===== src/rtl/mem_port_arbiter.sv =====
`default_nettype none
// ============================================================================
// Module   : mem_port_arbiter
// Purpose  : Round-robin sharing of one waitrequest/readdatavalid memory port
//            between instruction fetch (I) and load/store (D) requesters.
// Options  : define MEM_TIMEOUT_EN to bound WAIT_VALID and add the m_err port.
// Revision : 1.0 - initial release
// ============================================================================
module mem_port_arbiter #(
  parameter int ADDR_W  = 16,
  parameter int DATA_W  = 16,
  parameter int TIMEOUT = 255
) (
  input  logic              clk,
  input  logic              reset,
  input  logic              i_req,
  input  logic [ADDR_W-1:0] i_addr,
  output logic              i_gnt,
  output logic [DATA_W-1:0] i_rdata,
  output logic              i_rvalid,
  input  logic              d_req,
  input  logic              d_we,
  input  logic [ADDR_W-1:0] d_addr,
  input  logic [DATA_W-1:0] d_wdata,
  output logic              d_gnt,
  output logic [DATA_W-1:0] d_rdata,
  output logic              d_rvalid,
  output logic [ADDR_W-1:0] m_addr,
  output logic              m_read,
  output logic              m_write,
  output logic [DATA_W-1:0] m_wdata,
  input  logic              m_waitrequest,
  input  logic [DATA_W-1:0] m_rdata,
  input  logic              m_rdatavalid,
`ifdef MEM_TIMEOUT_EN
  output logic              busy,
  output logic              m_err
`else
  output logic              busy
`endif
);

  typedef enum logic [1:0] {
    ST_IDLE       = 2'd0,
    ST_ISSUE      = 2'd1,
    ST_WAIT_VALID = 2'd2
  } state_t;

  state_t r_state;
  logic   r_owner_d;
  logic   r_last_d;
  logic   w_pick_d;
  logic   w_we;

  // D wins only when I is absent or I owned the previous transaction.
  assign w_pick_d = d_req & (~i_req | ~r_last_d);
  assign w_we     = w_pick_d & d_we;

  // The wait counter is 8 bits wide; out-of-range values are not meaningful.
  if (TIMEOUT < 1 || TIMEOUT > 255) begin : g_timeout_out_of_range
  end

`ifdef MEM_TIMEOUT_EN
  localparam logic [7:0] c_timeout_last = 8'(TIMEOUT - 1);
  logic [7:0] r_wait_cnt;
  logic       w_timeout;
  assign w_timeout = (r_wait_cnt == c_timeout_last);
`endif

  always_ff @(posedge clk or negedge reset) begin
    if (!reset) begin
      r_state   <= ST_IDLE;
      r_owner_d <= 1'b0;
      r_last_d  <= 1'b1;
      i_gnt     <= 1'b0;
      d_gnt     <= 1'b0;
      i_rvalid  <= 1'b0;
      d_rvalid  <= 1'b0;
      i_rdata   <= '0;
      d_rdata   <= '0;
      m_addr    <= '0;
      m_wdata   <= '0;
      m_read    <= 1'b0;
      m_write   <= 1'b0;
      busy      <= 1'b0;
`ifdef MEM_TIMEOUT_EN
      m_err      <= 1'b0;
      r_wait_cnt <= 8'd0;
`endif
    end else begin
      i_gnt    <= 1'b0;
      d_gnt    <= 1'b0;
      i_rvalid <= 1'b0;
      d_rvalid <= 1'b0;
`ifdef MEM_TIMEOUT_EN
      m_err    <= 1'b0;
`endif
      case (r_state)
        ST_IDLE: begin
          if (i_req || d_req) begin
            r_owner_d <= w_pick_d;
            r_last_d  <= w_pick_d;
            i_gnt     <= ~w_pick_d;
            d_gnt     <= w_pick_d;
            m_addr    <= w_pick_d ? d_addr : i_addr;
            m_wdata   <= w_pick_d ? d_wdata : '0;
            m_read    <= ~w_we;
            m_write   <= w_we;
            busy      <= 1'b1;
            r_state   <= ST_ISSUE;
          end
        end
        ST_ISSUE: begin
          if (!m_waitrequest) begin
            m_read  <= 1'b0;
            m_write <= 1'b0;
            if (m_write) begin
              busy    <= 1'b0;
              r_state <= ST_IDLE;
            end else begin
              r_state <= ST_WAIT_VALID;
`ifdef MEM_TIMEOUT_EN
              r_wait_cnt <= 8'd0;
`endif
            end
          end
        end
        ST_WAIT_VALID: begin
          if (m_rdatavalid) begin
            if (r_owner_d) begin
              d_rdata  <= m_rdata;
              d_rvalid <= 1'b1;
            end else begin
              i_rdata  <= m_rdata;
              i_rvalid <= 1'b1;
            end
            busy    <= 1'b0;
            r_state <= ST_IDLE;
          end
`ifdef MEM_TIMEOUT_EN
          else if (w_timeout) begin
            if (r_owner_d) begin
              d_rdata  <= '1;
              d_rvalid <= 1'b1;
            end else begin
              i_rdata  <= '1;
              i_rvalid <= 1'b1;
            end
            m_err   <= 1'b1;
            busy    <= 1'b0;
            r_state <= ST_IDLE;
          end else begin
            r_wait_cnt <= r_wait_cnt + 8'd1;
          end
`endif
        end
        default: begin
          busy    <= 1'b0;
          r_state <= ST_IDLE;
        end
      endcase
    end
  end

endmodule
`default_nettype wire


===== config.mk =====
export PLATFORM = sky130hd
export DESIGN_NAME = mem_port_arbiter
export DESIGN_NICKNAME = d
export VERILOG_FILES = /design/src/rtl/mem_port_arbiter.sv
export SDC_FILE = /design/constraint.sdc
export NUM_CORES = 1
export LEC_CHECK = 0
export BUFFER_PORTS_ARGS = -buffer_cell sky130_fd_sc_hd__buf_2
export CORE_UTILIZATION = 42
export DETAILED_ROUTE_END_ITERATION = 8
export GPL_TIMING_DRIVEN = 0
export PLACE_DENSITY = 0.8
export SLEW_MARGIN = 0
export SYNTH_ARGS = -nofsm -noshare
export SYNTH_HDL_FRONTEND = slang
export SYNTH_SLANG_ARGS = --single-unit

===== constraint.sdc =====
create_clock -name clk -period 1.7 [get_ports clk]
set_clock_uncertainty 0.15 [all_clocks]
set_input_delay 0.34 -clock clk [delete_from_list [all_inputs] [get_ports clk]]
set_output_delay 0.34 -clock clk [all_outputs]
set_load 0.03 [all_outputs]

# Word-level counts from Yosys, hierarchy flattened
# Cells that the tools add are included.
# Widths: inputs -> output; s select.
# totals
regBits	75
wordCells	64
# op_classes
n_eq_ne	6
n_mux	27
n_bitwise	8
n_reduce_logical	9
# op_table
op	count
$mux 16	2
$mux 1	17
$reduce_and 3->1	4
$mux 2	4
$ne 2x2->1 const B	4
$pmux 2 s3	1
$not 1->1	5
$pmux 1 s2	2
$reduce_and 4->1	1
$pmux 1 s3	1
$and 1x1->1	2
$eq 2x1->1 const B	1
$eq 2x2->1 const B	1
$logic_not 2->1	1
$reduce_and 2->1	1
$reduce_bool 2->1	1
$logic_or 1x1->1	1
$or 1x1->1	1

# Longest topological paths before layout
# Gate-level depths: netlist of the first run.
# depth
word_depth	7
mapped_depth	6

# Worst setup path before layout of the first run
# OpenSTA, ideal clock, no wires.
# synth_timing
path_type	flip-flop to flip-flop
from	reg r_state[0]
to	reg i_rdata[0]
setup_time_ns	0.125
arrival_time_ns	1.352
t_required_ns	1.425
setup_slack_ns	0.073
stages_incl_launch_ff	5
period_less_slack_ns	1.627
path_cell_list	dfrtp_1 buf_4 nor3_4 buf_8 mux2_4
# synth_between
elab_chain_cells	2
# synth_rtl
item	line	rtl
start: declaration	49	state_t r_state;
start signal: assignment	72	r_state <= ST_IDLE;
start signal: assignment	110	r_state <= ST_ISSUE;
start signal: assignment	119	r_state <= ST_IDLE;
$eq 2x2->1	98	case (r_state)
$reduce_and 3->1 (no line)	-	
end signal: assignment	134	i_rdata <= m_rdata;
end: declaration	19	output logic [DATA_W-1:0] i_rdata,
# No other way between the ends.
# A chain may end at the register's enable or synchronous reset.

# Worst setup path after layout of the first run
# layout_timing
from	reg r_state[0]
to	reg m_wdata[10]
# layout_between
elab_chain_cells	2
# layout_rtl
item	line	rtl
$logic_not 2->1	98	
$reduce_and 2->1 (no line)	-	
end signal: assignment	106	m_wdata <= w_pick_d ? d_wdata : '0;
end: declaration	31	output logic [DATA_W-1:0] m_wdata,
# No other way between the ends.

==> results of run 1 <==
==> metal layers <==
metal	vias up	share of wire (%)	global-route usage, %
li1	1136	-	-
met1	1167	43	24.42
met2	95	49	31.46
met3	9	6.7	4.550
met4	0	1.3	7.899
met5	-	0	0
==> layout make-up <==
type,count,area [um^2]
clock buffer,10,127.6
multi-input combinational,137,1054
buffer,14,112.6
inverter,3,11.26
clock inverter,6,90.09
tap,96,120.1
fill,609,2738
sequential,75,1878
timing repair buffer,148,775.7
==> kinds of logic (layout without fill, tap and decap cells) <==
group,after synthesis,count (layout),share of synthesized area (%)
AOI/OAI and AO/OA,60,60,13.79
buffers and inverters,18,181,4.093
DFF,75,75,61.44
muxes,32,32,12.89
and+or+nand+nor,45,45,7.778
==> report_power, final <==
group          internal [mW]  switching (mW)  leakage (nW)
logic                   1.63            2.88          1.15
registers               2.64           0.449         0.918
clock network          0.830           0.665         0.106
total                   5.10            3.99          2.17
==> critical path, cell delays in order, from the launching register on <==
cell     delay [ns]
dfrtp_1        0.36
buf_4          0.18
nor2_4         0.25
nand2_1        0.14
buf_2          0.22
a22o_2         0.23
==> synthesized netlist by cell type <==
library cell,number
buf_6,5
a21oi_1,18
nand3b_1,1
o2bb2ai_1,1
nor2_4,1
a31o_2,1
nand2_1,33
nand2b_1,1
and2_1,2
a21o_1,2
dfrtp_1,74
mux2_4,9
a22o_1,10
mux2_2,23
a21bo_1,1
dfstp_2,1
buf_4,1
a22o_2,7
nor2_1,2
buf_2,4
nor3_4,2
a31oi_1,16
a22oi_1,1
inv_1,3
o31ai_1,1
nand4b_4,1
nand2_2,1
a21boi_2,1
buf_8,1
o21ai_0,1
clkbuf_1,4
or2_0,1
==> final timing paths <==
kind	startpoint	end	slack, ns	depth (start not counted)
max in group asynchronous	reset	d_rdata[10]	0.48	3
min	d_wdata[14]	m_wdata[14]	0.06	2
max reg2reg	r_state[0]	m_wdata[10]	0.06	5
min reg2reg	m_wdata[5]	m_wdata[5]	0.35	1
min in group asynchronous	reset	m_addr[14]	0.35	2
max	r_state[0]	m_wdata[10]	0.06	5
==> state kept, by name, indices dropped and copies added, names as in the netlist <==
name       cells
m_addr        16
i_rdata       16
r_owner_d      1
i_gnt          1
d_rdata       16
m_read         1
m_wdata       16
r_last_d       1
d_rvalid       1
r_state        2
m_write        1
d_gnt          1
busy           1
i_rvalid       1
==> timing repair <==
| item | in CTS | in global routing |
|---|---|---|
| hold buffers | 1 | 0 |
| endpoints found under the hold margin | 32 | 0 |
| setup endpoints to repair | 9 | 34 |
| pin swaps | 1 | 2 |
| setup buffers | 3 | 2 |
| gates resized for setup | 0 | 6 |
==> qor.txt, run 1 <==
Largest area contributor in the netlist: dfrtp_1
Clock buffer depth: 2
Area Growth Syn to Fin: 36.39%
Slew HR: 70.60%
Crit path kind: reg2reg
Worst setup margin: 0.05860 ns
Starting Density: 44.26%
Post-synth cell types: 32
Fin crit share: 96.55%
Place WS: -0.1236 ns
Cell area after synthesis: 0.003057 mm^2
DRC: 0
Clock insertion delay at the later pin of the skew report: 0.33 ns
Total power: 9.095 mW
Status: finished, final reports clean
Worst slew pin tran: 0.4409 ns
Final Slew Violations: 0
Reg clk slew, reported paths: 0.09 ns
Placed cell count: 468
Initial antenna violation count: 0
Routed len/inst: 14.37 um
Final setup fails: 0
H-tree Lvls: 3
Worst setup SP type: flop
Largest net degree at the start of global routing: 43
Post-Syn Nets: 301
Max Cap Viol: 0
Min cycle time layout: 1.641 ns
TritonCTS Sinks: 75
Tot GR Track Use: 19.20%
Setup TNS: 0 ns
Synth area leaders: dfrtp_1 (61%), mux2_2 (8.5%), mux2_4 (4.4%)
Die area: 0.007623 mm^2
Post-layout util: 60.36%
Layout cells sized above 1: 56.49%
Post-Route WL: 7029 um
Overflow after GRT: 0
Peak VDD IR: 987.2 uV
Vias in the first global route: 2354
Most common cell after layout, fill and taps aside: buf_2
# nets final: 459
Post-DP HPWL: 5104 um
Crit-path max FO: 10
Final Instance Area: 0.004169 mm^2
CP Data Required Time: 1.78 ns
Hold Fails Final Rpt: 0
P_leak: 2.173 nW
RSZ-0062 raised after global routing: false
TritonCTS clock tree: yes
# diodes: 0
Highest-count cells in the layout ignoring fill and taps: buf_2 (143), dfrtp_1 (74), nand2_1 (33)
DRT iter0 DRCs: 60
PwrDens: 2182 mW/mm^2
Row count: 30
First-pass GRT wire length: 11070 um
Post-synthesis register bit count: 75
Final ANT Viol Nets: 0
Drt pass-1 iters: 4
Gate Count Post-Synth: 230
Maximum clock frequency: 0.6092 GHz
Final cell count without fillers: 489
Area after DPL: 0.003905 mm^2
Routability congestion estimate: 0.8035
Hold Crit Class: in2reg
Clock buffer count from CTS: 9
YS warnings: 0
Horiz. Die Dim: 87.31 um
Post-synthesis sequential area ratio: 61.44%
Top Ports: 142
Area share of the largest cell type after synthesis: 60.58%
Crit path arrival time: 1.72 ns
WHS: 0.06500 ns
Via count: 2407
Mapped Avg Cell Area: 13.29 um^2
Die Span Y: 87.31 um
I/O Buffers: 141
Drt via density: 4.922
CP Capture Type: flop
Core ar.: 0.006907 mm^2
Root buf cell: clkbuf_8
No activity file was read; power rests on OpenSTA's default activity.
==> run 2: changes to the inputs <==
- PLACE_DENSITY: 0.8 -> 0.87
==> run 2 against run 1 <==
Worst hold slack got worse by 0.090 ns. Critical endpoint is now i_rdata[10]. The run now ends with negative hold slack left. Via count decreased by 1.1%. Die area unchanged. Cell count decreased by 0.82%. Largest power group unchanged. Worst setup slack improved by 0.010 ns. Combinational power decreased by 1%. Power increased by 1.7%. Sequential share of layout area about the same.
==> qor.txt, run 2 (synthesis gave the netlist of run 1 again) <==
I/O Buffers: 141 (unchanged)
Crit-path max FO: 9 (-1)
Worst-path cell chain: buf_4 > nor3_4 > buf_4 > mux2_2
# nets final: 455 (-0.87%)
Final Instance Area: 0.004165 mm^2 (about the same)
Most used cell, CP: buf_4
Peak VDD IR: 1491 uV (+51%)
Horiz. Die Dim: 87.31 um (unchanged)
Fillers: 577 (-5.3%)
Max Cap Viol: 0 (unchanged)
Worst setup margin: 0.06907 ns (+0.01047 ns)
Die Span Y: 87.31 um (unchanged)
CP Capture Type: flop
First-pass GRT wire length: 10570 um (-4.5%)
Tot GR Track Use: 18.08% (-1.1 points)
PwrDens: 2220 mW/mm^2 (+1.8%)
CP Data Required Time: 1.76 ns (-0.02 ns)
DRT iter0 DRCs: 85 (+42%)
Largest net degree at the start of global routing: 76 (+77%)
R2R Setup Slk: 0.07 ns (about the same)
Clock insertion delay at the later pin of the skew report: 0.33 ns (about the same)
Routed len/inst: 13.85 um (-3.7%)
Fin crit share: 95.94% (-0.62 points)
DRC: 0 (unchanged)
Starting Density: 44.26% (unchanged)
# diodes: 0 (unchanged)
Slowest stage delay, CP: 0.36 ns (about the same)
Hold Fails Final Rpt: 22 (+22)
Slowest cell on crit path: dfrtp_1
Post-DP HPWL: 4925 um (-3.5%)
TritonCTS Sinks: 75 (unchanged)
Most common cell after layout, fill and taps aside: buf_2
Post-Route WL: 6716 um (-4.5%)
Min cycle time layout: 1.631 ns (-0.01047 ns)
Reg clk slew, reported paths: 0.08 ns (about the same)
Worst setup SP type: flop
Delay-heaviest family, CP: buffers and inverters
Clock buffer depth: 2 (unchanged)
Area Growth Syn to Fin: 36.27% (about the same)
Crit path kind: reg2reg
Status: finished, violations left
Failing checks: negative hold slack
Final Slew Violations: 0 (unchanged)
Maximum clock frequency: 0.6131 GHz (+0.64%)
Worst slew pin tran: 0.9086 ns (+0.4677 ns)
P_leak: 2.172 nW (about the same)
Crit path arrival time: 1.70 ns (-0.02 ns)
H-tree Lvls: 3 (unchanged)
Die area: 0.007623 mm^2 (unchanged)
Reg2reg path depth: 4 (-1)
Drt via density: 4.907 (-0.31%)
Place WS: -0.1064 ns (+0.01723 ns)
Area after DPL: 0.003885 mm^2 (-0.51%)
Drt pass-1 iters: 4 (unchanged)
Hold_buf cts: 0 (-1)
Vias in the first global route: 2389 (+1.5%)
Root buf cell: clkbuf_8
Row count: 30 (unchanged)
Routability congestion estimate: 0.8359 (+4.0%)
Initial antenna violation count: 0 (unchanged)
Via count: 2380 (-1.1%)
WHS: -0.02495 ns (-0.08995 ns)
TritonCTS clock tree: yes
Buf/Inv on CP: 2 (unchanged)
R2r endpoint: i_rdata[10]
Slew HR: 39.42% (-31 points)
Highest-count cells in the layout ignoring fill and taps: buf_2 (143), dfrtp_1 (74), nand2_1 (33)
Worst r2r src: r_state[0]
Setup TNS: 0 ns (unchanged)
Final setup fails: 0 (unchanged)
Sequential standard cell area: 0.001878 mm^2 (unchanged)
Overflow after GRT: 0 (unchanged)
Core ar.: 0.006907 mm^2 (unchanged)
Final ANT Viol Nets: 0 (unchanged)
Post-layout util: 60.31% (about the same)
RSZ-0062 raised after global routing: false
Hold Crit Class: in2async
Layout cells sized above 1: 56.56% (+0.067 points)
Clock buffer count from CTS: 9 (unchanged)
Multi-input logic area: 0.001054 mm^2 (unchanged)
Top Ports: 142 (unchanged)
## run 2: cell types whose count changed in the layout (fill, tap and decap cells not counted), sizes merged
| cell | delta |
|---|---|
| clkinv | -2 |
| clkinvlp | -1 |
| buf | -3 |
| bufinv | +1 |
| dlygate4sd3 | -1 |
| inv | +1 |
| clkbuf | +1 |
## run 2: area by class of cell
cell class                 instances  share of cell area [%]
tap                               96                   2.884
clock inverter                     5                   2.583
clock buffer                      11                   3.635
buffer                            14                   2.704
sequential                        75                   45.09
timing repair buffer             144                   17.54
inverter                           3                  0.2704
multi-input combinational        137                   25.29
## run 2: timing repair
action	in CTS	in global routing
pin swaps	1	1
resized for setup	0	6
endpoints found under the hold margin	0	0
buffers inserted	3	0
endpoints found under the setup margin	9	24
## run 2: per-stage QoR
step	total power, mW	instances
6_report	9.248	485
5_1_grt	9.767	485
4_1_cts	9.339	486
3_5_place_dp	7.599	467
3_3_place_gp	7.450	467
2_1_floorplan	6.271	230
## run 2: power by group
part | internal [mW] | switching [mW] | total [mW]
combinational | 1.61 | 2.85 | 4.46
clock | 1.06 | 0.634 | 1.70
sequential | 2.64 | 0.451 | 3.10
total | 5.31 | 3.93 | 9.25
## run 2: routing by layer
layer  share of wire, %  vias to the layer above  global-route usage (%)  wire, um
met4                1.1                        0                   8.346        75
met5                  0                        -                       0         0
met3                6.8                        6                   4.360       457
li1                   -                     1132                       -         -
met1                 42                     1147                   21.38      2811
met2                 50                       95                   31.04      3372
## run 2: worst max path at each step
stage / startpoint / slack, ns / end / depth (start not counted)
6_report: r_state[0] / 0.07 / i_rdata[10] / 4
5_1_grt: r_state[0] / 0.006 / i_rdata[10] / 4
3_3_place_gp: reset / -0.26 / m_wdata[9] / 1
4_1_cts: r_state[0] / 0.01 / m_addr[10] / 5
2_1_floorplan: r_state[0] / 0.07 / i_rdata[0] / 4
3_5_place_dp: r_state[0] / -0.11 / i_rdata[5] / 4
